File: src/rtl/shared_reg_arbiter_pkg.sv
// Shared definitions for the shared-register round-robin arbiter:
// FSM state encoding, default sizing and a one-hot to index helper.
package shared_reg_arbiter_pkg;

   typedef enum logic [1:0] {
      IDLE   = 2'd0,
      GRANT  = 2'd1,
      LOCKED = 2'd2
   } arb_state_t;

   localparam int DEF_NUM_REQ = 4;
   localparam int DEF_DATA_W  = 8;

   // Converts a one-hot vector (up to 16 requesters) to its bit index.
   // An all-zero vector maps to index 0.
   function automatic logic [3:0] onehot_to_idx(input logic [15:0] oh);
      logic [3:0] idx;
      idx = '0;
      for (int i = 0; i < 16; i++) begin
         if (oh[i]) idx = idx | 4'(i);
      end
      return idx;
   endfunction

endpackage

File: src/rtl/shared_reg_arbiter_rr_pick.sv
// Combinational round-robin selector: the winner is the first requester
// found when searching upward from ptr with wrap-around.
module rr_pick
   import shared_reg_arbiter_pkg::*;
#(
   parameter  int NUM_REQ = DEF_NUM_REQ,
   localparam int IDX_W   = $clog2(NUM_REQ)
) (
   input  logic [NUM_REQ-1:0] req,
   input  logic [IDX_W-1:0]   ptr,
   output logic [IDX_W-1:0]   winner,
   output logic               any_req
);

   logic [NUM_REQ-1:0] oh;

   // Rotating search from ptr; only the first hit sets its one-hot bit.
   always_comb begin
      logic             found;
      logic [IDX_W-1:0] idx;
      oh    = '0;
      found = 1'b0;
      idx   = '0;
      for (int k = 0; k < NUM_REQ; k++) begin
         idx = IDX_W'((int'(ptr) + k) % NUM_REQ);
         if (!found && req[idx]) begin
            oh[idx] = 1'b1;
            found   = 1'b1;
         end
      end
   end

   assign any_req = |req;
   assign winner  = IDX_W'(onehot_to_idx(16'(oh)));

endmodule

File: src/rtl/shared_reg_arbiter.sv
// Round-robin write scheduler for one shared DATA_W-bit register.
// Each cycle at most one requester is selected; its data is loaded into q
// and a one-hot grant is presented the following cycle.
// Optional feature macro: SHARED_REG_LOCK_EN (adds the lock port and the
// LOCKED state, which keeps granting the owner while it holds req and lock).
module shared_reg_arbiter
   import shared_reg_arbiter_pkg::*;
#(
   parameter  int NUM_REQ = DEF_NUM_REQ,
   parameter  int DATA_W  = DEF_DATA_W,
   localparam int IDX_W   = $clog2(NUM_REQ)
) (
   input  logic                      clk,
   input  logic                      reset,
   input  logic [NUM_REQ-1:0]        req,
   input  logic [NUM_REQ*DATA_W-1:0] wdata,
`ifdef SHARED_REG_LOCK_EN
   input  logic [NUM_REQ-1:0]        lock,
`endif
   output logic [NUM_REQ-1:0]        gnt,
   output logic [DATA_W-1:0]         q,
   output logic                      q_valid,
   output logic [IDX_W-1:0]          owner
);

   arb_state_t       state, state_nxt;
   logic [IDX_W-1:0] ptr, ptr_nxt;
   logic [IDX_W-1:0] pick_idx, sel_idx;
   logic             pick_any, sel_vld;

   rr_pick #(
      .NUM_REQ (NUM_REQ)
   ) u_rr_pick (
      .req     (req),
      .ptr     (ptr),
      .winner  (pick_idx),
      .any_req (pick_any)
   );

   // Select this edge's winner and the next FSM state.
   always_comb begin
      sel_vld   = pick_any;
      sel_idx   = pick_idx;
      state_nxt = IDLE;
`ifdef SHARED_REG_LOCK_EN
      // A held lock bypasses round-robin; dropping req or lock falls back
      // to normal arbitration from ptr, which already points at owner+1.
      if (state == LOCKED && req[owner] && lock[owner]) begin
         sel_vld = 1'b1;
         sel_idx = owner;
      end
`endif
      if (sel_vld) begin
         state_nxt = GRANT;
`ifdef SHARED_REG_LOCK_EN
         if (lock[sel_idx]) state_nxt = LOCKED;
`endif
      end
      ptr_nxt = (sel_idx == IDX_W'(NUM_REQ - 1)) ? '0 : sel_idx + 1'b1;
   end

   // State, priority pointer and the shared register with its owner tag.
   always_ff @(posedge clk or negedge reset) begin
      if (!reset) begin
         state   <= IDLE;
         ptr     <= '0;
         q       <= '0;
         q_valid <= 1'b0;
         owner   <= '0;
      end else begin
         state <= state_nxt;
         if (sel_vld) begin
            q       <= wdata[sel_idx*DATA_W +: DATA_W];
            owner   <= sel_idx;
            q_valid <= 1'b1;
            ptr     <= ptr_nxt;
         end
      end
   end

   // Grant is a pure decode of registered state and owner, so it is one-hot
   // by construction and clears together with the state on reset.
   always_comb begin
      gnt = '0;
      if (state != IDLE) gnt[owner] = 1'b1;
   end

endmodule
File: config.mk
export PLATFORM = sky130hd
export DESIGN_NAME = shared_reg_arbiter
export DESIGN_NICKNAME = d
export VERILOG_FILES = /design/src/rtl/shared_reg_arbiter_pkg.sv /design/src/rtl/shared_reg_arbiter_rr_pick.sv /design/src/rtl/shared_reg_arbiter.sv
export SDC_FILE = /design/constraint.sdc
export NUM_CORES = 1
export LEC_CHECK = 0
export ABC_CLOCK_PERIOD_IN_PS = 2850
export CAP_MARGIN = 20
export CORE_ASPECT_RATIO = 1.75
export CORE_MARGIN = 3
export CORE_UTILIZATION = 37
export DETAILED_ROUTE_END_ITERATION = 6
export PLACE_DENSITY_LB_ADDON = 0.08
export SYNTH_ARGS = -nofsm -noshare
export SYNTH_HDL_FRONTEND = slang
export SYNTH_SLANG_ARGS = --single-unit
File: constraint.sdc
create_clock -name clk -period 2.85 [get_ports clk]
set_clock_uncertainty 0.15 [all_clocks]
set_input_delay 0.4275 -clock clk [delete_from_list [all_inputs] [get_ports clk]]
set_output_delay 0.4275 -clock clk [all_outputs]
set_load 0.005 [all_outputs]
==> impl_metrics.env, run 1 <==
export IMPL_fill_cells=258
export IMPL_synth_cell_types=35
export IMPL_regArea_sq_um=350.3
export IMPL_grt_pass1_wl_mm=5.050
export IMPL_first_pass_iters=4
export IMPL_syn_instance_count=105
export IMPL_routabilityCongestion=0.7168
export IMPL_final_nets=222
export IMPL_drt_initial_drc_count=9
export IMPL_drive_gt1_share_pct=21.71
export IMPL_grt_max_degree=15
export IMPL_hp_start="q_valid"
export IMPL_cts_made_buffers=3
export IMPL_synth_cell_area_sq_um=1155
export IMPL_grt_pass1_vias=1144
export IMPL_powerDensity_nw_per_um2=1270
export IMPL_cts_hold_buf=0
export IMPL_synth_edf_count=0
export IMPL_syn_avg_cell_area_sq_um=11.00
export IMPL_min_path_cells=1
export IMPL_root_buffer="clkbuf_8"
export IMPL_crit_arrival_ps=2720
export IMPL_antenna_cells=0
export IMPL_r2r_cells=9
export IMPL_die_w_um=48.23
export IMPL_end_kind="flip-flop"
export IMPL_drc=0
export IMPL_rrSetupSlack_ps=150
export IMPL_die_area_sq_um=3854
export IMPL_rows=26
export IMPL_num_vias=1102
export IMPL_post_route_min_period_ps=2745
export IMPL_cts_buffer_depth=2
export IMPL_worstSkewPairLatency_ps=240
export IMPL_yosysWarnings=0
export IMPL_synth_main_ff_cell="dfrtp_1"
export IMPL_min_to="q_valid"
export IMPL_timing_fmax_mhz=364.4
export IMPL_die_h_um=79.91
export IMPL_cap_violations=0
export IMPL_timing_setup_tns_ps=0
export IMPL_startpoint_type="input pin"
export IMPL_hold_viol=0
export IMPL_crit_required_ps=2820
export IMPL_grt_util_all_layers_pct=18.26
export IMPL_regToRegEndpoint="q[0]"
export IMPL_crit_fanout=10
export IMPL_detail_route_vias_per_cell=5.078
export IMPL_synthesis_nets=150
export IMPL_core_sq_um=2960
export IMPL_cts_tree="built"
export IMPL_rsz0062_at_grt="false"
export IMPL_initial_core_util_pct=39.01
export IMPL_portBuffers=52
export IMPL_outcome="complete, no violations"
export IMPL_antenna_found_initial=0
export IMPL_wl_per_cell_um=14.91
export IMPL_mostFrequentLayoutCell="clkdlybuf4s50_1"
export IMPL_place_hpwl_mm=2.751
export IMPL_post_cts_buffers=0
export IMPL_async_flop_share_pct=100.0
export IMPL_vdd_drop_max_mv=0.6683
export IMPL_overflow=0
export IMPL_numClockSinks=14
export IMPL_worstSetupPathType="in -> reg"
export IMPL_syn_to_final_growth_pct=66.20
export IMPL_htree_levels=1
export IMPL_ant_nets=0
export IMPL_wirelength_mm=3.236
export IMPL_tightest_slew_ps=664.1
export IMPL_ys_ff_latch=14
export IMPL_power_w=0.002438
export IMPL_r2r_start="ptr[0]"
export IMPL_multi_input_area_sq_um=747.0
export IMPL_final_cell_mix="clkdlybuf4s50_1 (50), mux2i_1 (16), buf_4 (16)"
export IMPL_post_route_period_util_pct=96.30
export IMPL_cellLeakagePower_nw=0.8587
export IMPL_synth_seq_area_share_pct=30.34
export IMPL_path_clk_slew_ps=50
export IMPL_slew_headroom_pct=55.59
export IMPL_setup_viol=0
export IMPL_boundaryPins=53
export IMPL_hold_path_class="reg -> reg"
export IMPL_maxSlewViolCount=0
[final cells by class]
type	instances	area share [%]
Clock buffer	3	2.151
Inverter	6	1.173
Multi-Input combinational cell	81	38.92
Sequential cell	14	18.25
Tap cell	42	2.738
Timing Repair Buffer	71	36.77
[worst max-delay path: stages]
cell and delay [ps]:
clkdlybuf4s50_1 470, mux4_2 540, mux2_4 320, a2bb2oi_2 150
a2111oi_4 260, buf_12 190, mux2i_1 250, a221oi_2 90
[cell families after synthesis]
| logic type | Yosys count | synth area share (%) |
|---|---|---|
| and+or+nand+nor | 29 | 13.54 |
| muxes | 20 | 21.67 |
| buffers and inverters | 10 | 4.658 |
| AOI/OAI and AO/OA | 24 | 21.45 |
| adders and majority gates | 7 | 7.584 |
| DFF | 14 | 30.34 |
| xor gates and xnor gates | 1 | 0.7585 |
[registers in the layout (all words and copies together), names as in the netlist]
name and count:
ptr 2, q 8, state 1, owner 2, q_valid 1
[synthesized netlist by cell type, types with 3 or more instances]
cell type / number / area (sq um)
a221oi_2: 7 / 105.1
o21ai_0: 5 / 25.02
dfrtp_1: 14 / 350.3
ha_1: 7 / 87.58
nor2_1: 14 / 52.55
nor3b_1: 3 / 22.52
mux2i_1: 16 / 160.2
inv_1: 6 / 22.52
[stage by stage]
stage / instance area [sq um] / setup WS [ps] / util (%) / hold slack (ps) / cells
after floorplan: 1155 / 13.62 / - / -18.09 / 105
after global placement: 1877 / -138.0 / 63.40 / 300.6 / 214
after detailed placement: 1877 / -216.1 / 63.40 / 310.4 / 214
after CTS: 1918 / 43.96 / 64.79 / 327.8 / 217
after global routing: 1919 / 1.092 / 64.84 / 356.1 / 217
final: 1919 / 105.4 / 64.84 / 322.1 / 217
[repair_timing]
| item | in CTS | in global routing |
|---|---|---|
| setup endpoints to repair | 0 | 8 |
| gates resized for setup | 0 | 3 |
| hold endpoints to repair | 0 | 0 |
[routing by layer]
metal  up-vias  wire length (um)  global-route usage [%]
met5         -                 0                       0
met3         5               132                   3.386
met1       529              1069                   16.88
met2        32              1983                   35.21
li1        536                 -                       -
met4         0                52                   6.469
[power by group]
group	total (W)	internal, W	leakage (nW)	switching, W
logic	0.00191	0.00110	0.681	0.000809
registers	0.000365	0.000304	0.156	0.0000610
clock network	0.000162	0.0000935	0.0216	0.0000688
[how the worst max path moves through the flow]
stage / end / startpoint / slack (ps)
2_1_floorplan: q[7] / ptr[0] / 10
3_3_place_gp: q[7] / req[1] / -140
3_5_place_dp: q[7] / req[0] / -220
4_1_cts: q[7] / req[0] / 40
5_1_grt: q[7] / req[3] / 1
6_report: q[0] / req[3] / 110
Note: power is estimated with default switching activity, not from simulation.
==> run 2: changes to the inputs <==
CELL_PAD_IN_SITES_DETAIL_PLACEMENT = 1   (was unset)
CELL_PAD_IN_SITES_GLOBAL_PLACEMENT = 1   (was unset)
CORE_UTILIZATION = 28   (was 37)
CTS_CLUSTER_DIAMETER = 120   (was unset)
==> run 2 against run 1 <==
Compared with the run above:
- sequential share of layout area fell by 0.32 points
- flip-flop and latch count did not move
- sequential power barely moved
- routed wire length rose by 10%
- clock power barely moved
- fmax rose by 0.66%
- critical path depth rose by 1
- total power rose by 3.2%
- cell count rose by 3.2%
- combinational power rose by 4%
- largest cell class unchanged
- largest power group unchanged
- highest routed layer unchanged
==> impl_metrics.env, run 2 (synthesis gave the netlist of run 1 again) <==
export IMPL_outcome="complete, no violations"
export IMPL_share_comb_of_total_power_pct=79.0
export IMPL_grt_pass1_vias=1247
export IMPL_cap_violations=0
export IMPL_drive_gt1_share_pct=23.30
export IMPL_r2r_start="ptr[0]"
export IMPL_rsz0062_at_grt="false"
export IMPL_top_regs="q (8), owner (2), ptr (2)"
export IMPL_worstSkewPairLatency_ps=240
export IMPL_cts_made_buffers=3
export IMPL_overflow=0
export IMPL_wirelength_mm=3.559
export IMPL_cp_num_buf_inv=3
export IMPL_power_w=0.002516
export IMPL_core_sq_um=3941
export IMPL_slowest_delay_ps=540
export IMPL_rrSetupSlack_ps=170
export IMPL_p_switching_w=0.0009882
export IMPL_boundaryPins=53
export IMPL_powerDensity_nw_per_um2=1288
export IMPL_timing_fmax_mhz=366.8
export IMPL_crit_family="multiplexers"
export IMPL_internal_power_w=0.001528
export IMPL_antenna_found_initial=0
export IMPL_die_h_um=90.96
export IMPL_post_route_min_period_ps=2726
export IMPL_ant_nets=0
export IMPL_drt_initial_drc_count=23
export IMPL_first_pass_iters=4
export IMPL_place_hpwl_mm=3.093
export IMPL_switching_share_pct=39.28
export IMPL_grt_max_degree=15
export IMPL_routabilityCongestion=0.6301
export IMPL_final_cell_mix="clkdlybuf4s50_1 (49), buf_4 (17), mux2i_1 (16)"
export IMPL_wl_per_cell_um=15.89
export IMPL_portBuffers=52
export IMPL_mostFrequentLayoutCell="clkdlybuf4s50_1"
export IMPL_hold_viol=0
export IMPL_r2r_cells=10
export IMPL_root_buffer="clkbuf_8"
export IMPL_seqPwrFrac_pct=14.6
export IMPL_numClockSinks=14
export IMPL_timing_setup_tns_ps=0
export IMPL_initial_core_util_pct=29.30
export IMPL_crit_fanout=4
export IMPL_syn_to_final_growth_pct=69.12
export IMPL_fill_cells=454
export IMPL_regToRegEndpoint="q[3]"
export IMPL_grt_util_all_layers_pct=15.73
export IMPL_cts_tree="built"
export IMPL_cpMaxStageDelayCell="mux4_2"
export IMPL_antenna_cells=0
export IMPL_post_route_period_util_pct=95.67
export IMPL_cellLeakagePower_nw=0.8735
export IMPL_tightest_slew_ps=635.9
export IMPL_vdd_drop_max_mv=0.8284
export IMPL_clkPwrFrac_pct=6.4
export IMPL_worstSetupPathType="in -> reg"
export IMPL_crit_top_cell="buf_4"
export IMPL_crit_required_ps=2820
export IMPL_maxSlewViolCount=0
export IMPL_slew_headroom_pct=57.48
export IMPL_drc=0
export IMPL_min_path_cells=1
export IMPL_htree_levels=1
export IMPL_startpoint_type="input pin"
export IMPL_detail_route_vias_per_cell=4.969
export IMPL_final_nets=223
export IMPL_num_vias=1113
export IMPL_rows=30
export IMPL_hp_start="q_valid"
export IMPL_die_w_um=54.55
export IMPL_largest_reg_flops=8
export IMPL_crit_arrival_ps=2700
export IMPL_crit_chain="clkdlybuf4s50_1, mux4_2, mux2_4, a2bb2oi_2, buf_4, a21oi_2, buf_4, mux2i_1, a221oi_2"
export IMPL_multi_input_area_sq_um=763.2
export IMPL_cts_buffer_depth=2
export IMPL_setup_viol=0
export IMPL_path_clk_slew_ps=60
export IMPL_regArea_sq_um=350.3
export IMPL_min_to="q_valid"
export IMPL_hold_path_class="reg -> reg"
export IMPL_end_kind="flip-flop"
export IMPL_die_area_sq_um=4961
export IMPL_top_register="q"
export IMPL_grt_pass1_wl_mm=5.830
run 2: cell types whose count changed in the layout (fill, tap and decap cells not counted), sizes merged:
cell,before,now
buf,19,20
clkdlybuf4s50,50,49
dlymetal6s2s,2,3
run 2: area by class of cell:
type,count,area share (%)
sequential,14,17.94
tap,48,3.075
timing repair buffer,72,36.64
multi-input combinational,81,39.08
inverter,6,1.153
clock buffer,3,2.114
run 2: routing by layer:
metal	track usage, %	vias to the layer above	share of wire, %
met5	0	-	0
met1	15.01	542	35
li1	-	539	-
met2	31.60	28	61
met3	1.806	4	3.0
met4	4.366	0	1.2
run 2: how the worst max path moves through the flow:
stage          startpoint  endpoint  depth (start not counted)
2_1_floorplan      ptr[0]      q[7]                         10
3_3_place_gp       req[1]      q[7]                          8
3_5_place_dp       req[1]      q[7]                          8
4_1_cts            req[1]      q[7]                          8
5_1_grt            req[2]      q[7]                         10
6_report           req[2]      q[3]                          9
run 2: repair_timing:
action / CTS / global route
gates resized for setup: 0 / 6
setup buffers: 0 / 0
hold buffers: 0 / 0
setup endpoints to repair: 0 / 9
run 2: per-stage QoR:
stage | hold slack (ps) | utilization, % | std cells | instance area (sq um) | worst slack (ps)
detailed placement | 310.0 | 48.00 | 221 | 1892 | -247.6
floorplan | -18.09 | - | 105 | 1155 | 13.62
CTS | 327.5 | 49.05 | 224 | 1933 | 4.765
finish | 318.9 | 49.56 | 224 | 1953 | 123.5
global placement | 305.0 | 48.00 | 221 | 1892 | -190.7
global route | 380.9 | 49.56 | 224 | 1953 | 4.863
run 2: power groups by stage:
stage	clock network (W)	registers, W	logic (W)
after floorplan	0	0.000380	0.00109
after global placement	0	0.000367	0.00192
after detailed placement	0	0.000368	0.00199
after CTS	0.000165	0.000369	0.00199
after global routing	0.000173	0.000382	0.00215
final	0.000161	0.000368	0.00199
==> run 3: changes to the inputs <==
CORE_UTILIZATION = 29   (was 28)
CTS_BUF_LIST = sky130_fd_sc_hd__clkbuf_2   (was unset)
==> run 3 against run 2 <==
Compared with the run above:
- register-to-register slack got worse by 30 ps
- critical path depth shrank 1
- fmax barely moved
- setup slack better by 0.72 ps
- utilization increased by 1.2 points
- clock-buffer cell count is the same
- global-route usage rose by 0.81 points
- cell count down 2.2%
- total power is 4.9% lower
- sequential share of layout area up 0.54 points
- non-clock buffer count fell by 3
- critical path type unchanged
- critical endpoint is now q[7]
- highest routed layer unchanged
==> impl_metrics.env, run 3 (synthesis gave the netlist of run 1 again) <==
export IMPL_syn_to_final_growth_pct=64.14
export IMPL_post_route_min_period_ps=2726
export IMPL_grt_pass1_vias=1285
export IMPL_slew_headroom_pct=54.01
export IMPL_grt_pass1_wl_mm=5.878
export IMPL_powerDensity_nw_per_um2=1262
export IMPL_initial_core_util_pct=30.90
export IMPL_routabilityCongestion=0.6510
export IMPL_die_area_sq_um=4806
export IMPL_place_hpwl_mm=3.047
export IMPL_rows=29
export IMPL_top_regs="q (8), owner (2), ptr (2)"
export IMPL_maxSlewViolCount=0
export IMPL_outcome="complete, no violations"
export IMPL_num_vias=1098
export IMPL_drt_initial_drc_count=7
export IMPL_numClockSinks=14
export IMPL_timing_fmax_mhz=366.9
export IMPL_ant_nets=0
export IMPL_largest_reg_flops=8
export IMPL_dpl_instance_area_sq_um=1867
export IMPL_worstSetupPathType="in -> reg"
export IMPL_crit_arrival_ps=2750
export IMPL_grt_max_degree=15
export IMPL_top_register="q"
export IMPL_grt_util_all_layers_pct=16.54
export IMPL_crit_required_ps=2870
export IMPL_core_sq_um=3737
export IMPL_min_path_cells=1
export IMPL_setup_viol=0
export IMPL_cts_resized=0
export IMPL_cellLeakagePower_nw=0.8388
export IMPL_crit_fanout=11
export IMPL_first_pass_iters=4
export IMPL_vdd_drop_max_mv=0.7303
export IMPL_end_kind="flip-flop"
export IMPL_crit_chain="clkdlybuf4s50_1, mux4_1, mux2_4, a2bb2oi_2, a2111oi_4, buf_12, mux2i_1, a221oi_1"
export IMPL_post_route_period_util_pct=95.64
export IMPL_overflow=0
export IMPL_r2r_cells=8
export IMPL_tightest_slew_ps=687.7
export IMPL_cts_buffer_depth=2
export IMPL_path_clk_slew_ps=130
export IMPL_cpMaxStageDelayCell="mux4_1"
export IMPL_final_cell_mix="clkdlybuf4s50_1 (50), mux2i_1 (16), nor2_1 (14), dfrtp_1 (14), buf_4 (14)"
export IMPL_hold_path_class="reg -> reg"
export IMPL_rrSetupSlack_ps=140
export IMPL_antenna_cells=0
export IMPL_cts_tree="built"
export IMPL_portBuffers=52
export IMPL_hold_viol=0
export IMPL_place_ws_ps=-265.6
export IMPL_drc=0
export IMPL_mostFrequentLayoutCell="clkdlybuf4s50_1"
export IMPL_detail_route_vias_per_cell=5.014
export IMPL_cap_violations=0
export IMPL_cts_hold_buf=0
export IMPL_worstSkewPairLatency_ps=270
export IMPL_boundaryPins=53
export IMPL_htree_levels=1
export IMPL_cts_made_buffers=3
export IMPL_antenna_found_initial=0
export IMPL_startpoint_type="input pin"
export IMPL_timing_setup_tns_ps=0
export IMPL_slowest_delay_ps=580
export IMPL_fin_ws_ps=124.2
export IMPL_final_nets=220
export IMPL_wirelength_mm=3.633
export IMPL_rsz0062_at_grt="false"
export IMPL_fill_cells=440
export IMPL_die_w_um=53.71
export IMPL_design_area_sq_um=1896
export IMPL_drive_gt1_share_pct=21.97
export IMPL_root_buffer="clkbuf_2"
export IMPL_power_w=0.002393
export IMPL_die_h_um=89.48
export IMPL_wl_per_cell_um=16.59
export IMPL_post_cts_buffers=0
==> run 3: cell types whose count changed in the layout (fill, tap and decap cells not counted) <==
cell and delta:
o21bai_1 +1, clkdlybuf4s50_1 +1, clkbuf_8 -3, inv_1 -1
dlymetal6s2s_1 -1, o21bai_2 -1, buf_4 -3, clkbuf_2 +3
inv_2 +1
==> run 3: metrics by stage <==
| stage | cells | hold slack [ps] | util, % |
|---|---|---|---|
| after floorplan | 105 | -18.09 | - |
| after global routing | 219 | 391.2 | 50.72 |
| after global placement | 216 | 303.3 | 49.95 |
| after CTS | 219 | 343.5 | 50.35 |
| final | 219 | 333.9 | 50.72 |
| after detailed placement | 216 | 311.2 | 49.95 |
==> run 3: final timing paths <==
path                            to     from
setup reg to reg              q[7]   ptr[0]
hold reg to reg            q_valid  q_valid
min in group asynchronous     q[5]    reset
max in group asynchronous   ptr[1]    reset
hold / removal             q_valid  q_valid
setup / recovery              q[7]   req[3]
==> run 3: metal layers <==
metal	vias to the layer above	wire length [um]	GRT usage (%)
li1	534	-	-
met1	534	1188	15.72
met2	28	2290	34.55
met3	2	132	1.836
met4	0	21	4.186
met5	-	0	0
==> run 3: cell type report <==
class | count | area (sq um) | area share [%]
multi-input cells | 81 | 759.5 | 40.07
well taps | 46 | 57.56 | 3.036
repair buffers | 69 | 690.7 | 36.44
flip-flops and latches | 14 | 350.3 | 18.48
inverters | 6 | 22.52 | 1.188
clock buffers | 3 | 15.01 | 0.7921
==> run 3: report_power, final <==
part / switching [W] / internal, W
registers: 0.0000651 / 0.000303
clock network: 0.0000617 / 0.0000287
logic: 0.000839 / 0.00110
==> run 3: worst max-delay path: cells and delay by family <==
family | cells | cell delay, ps
mux | 3 | 960
compound gates | 3 | 700
buf+inv | 2 | 650
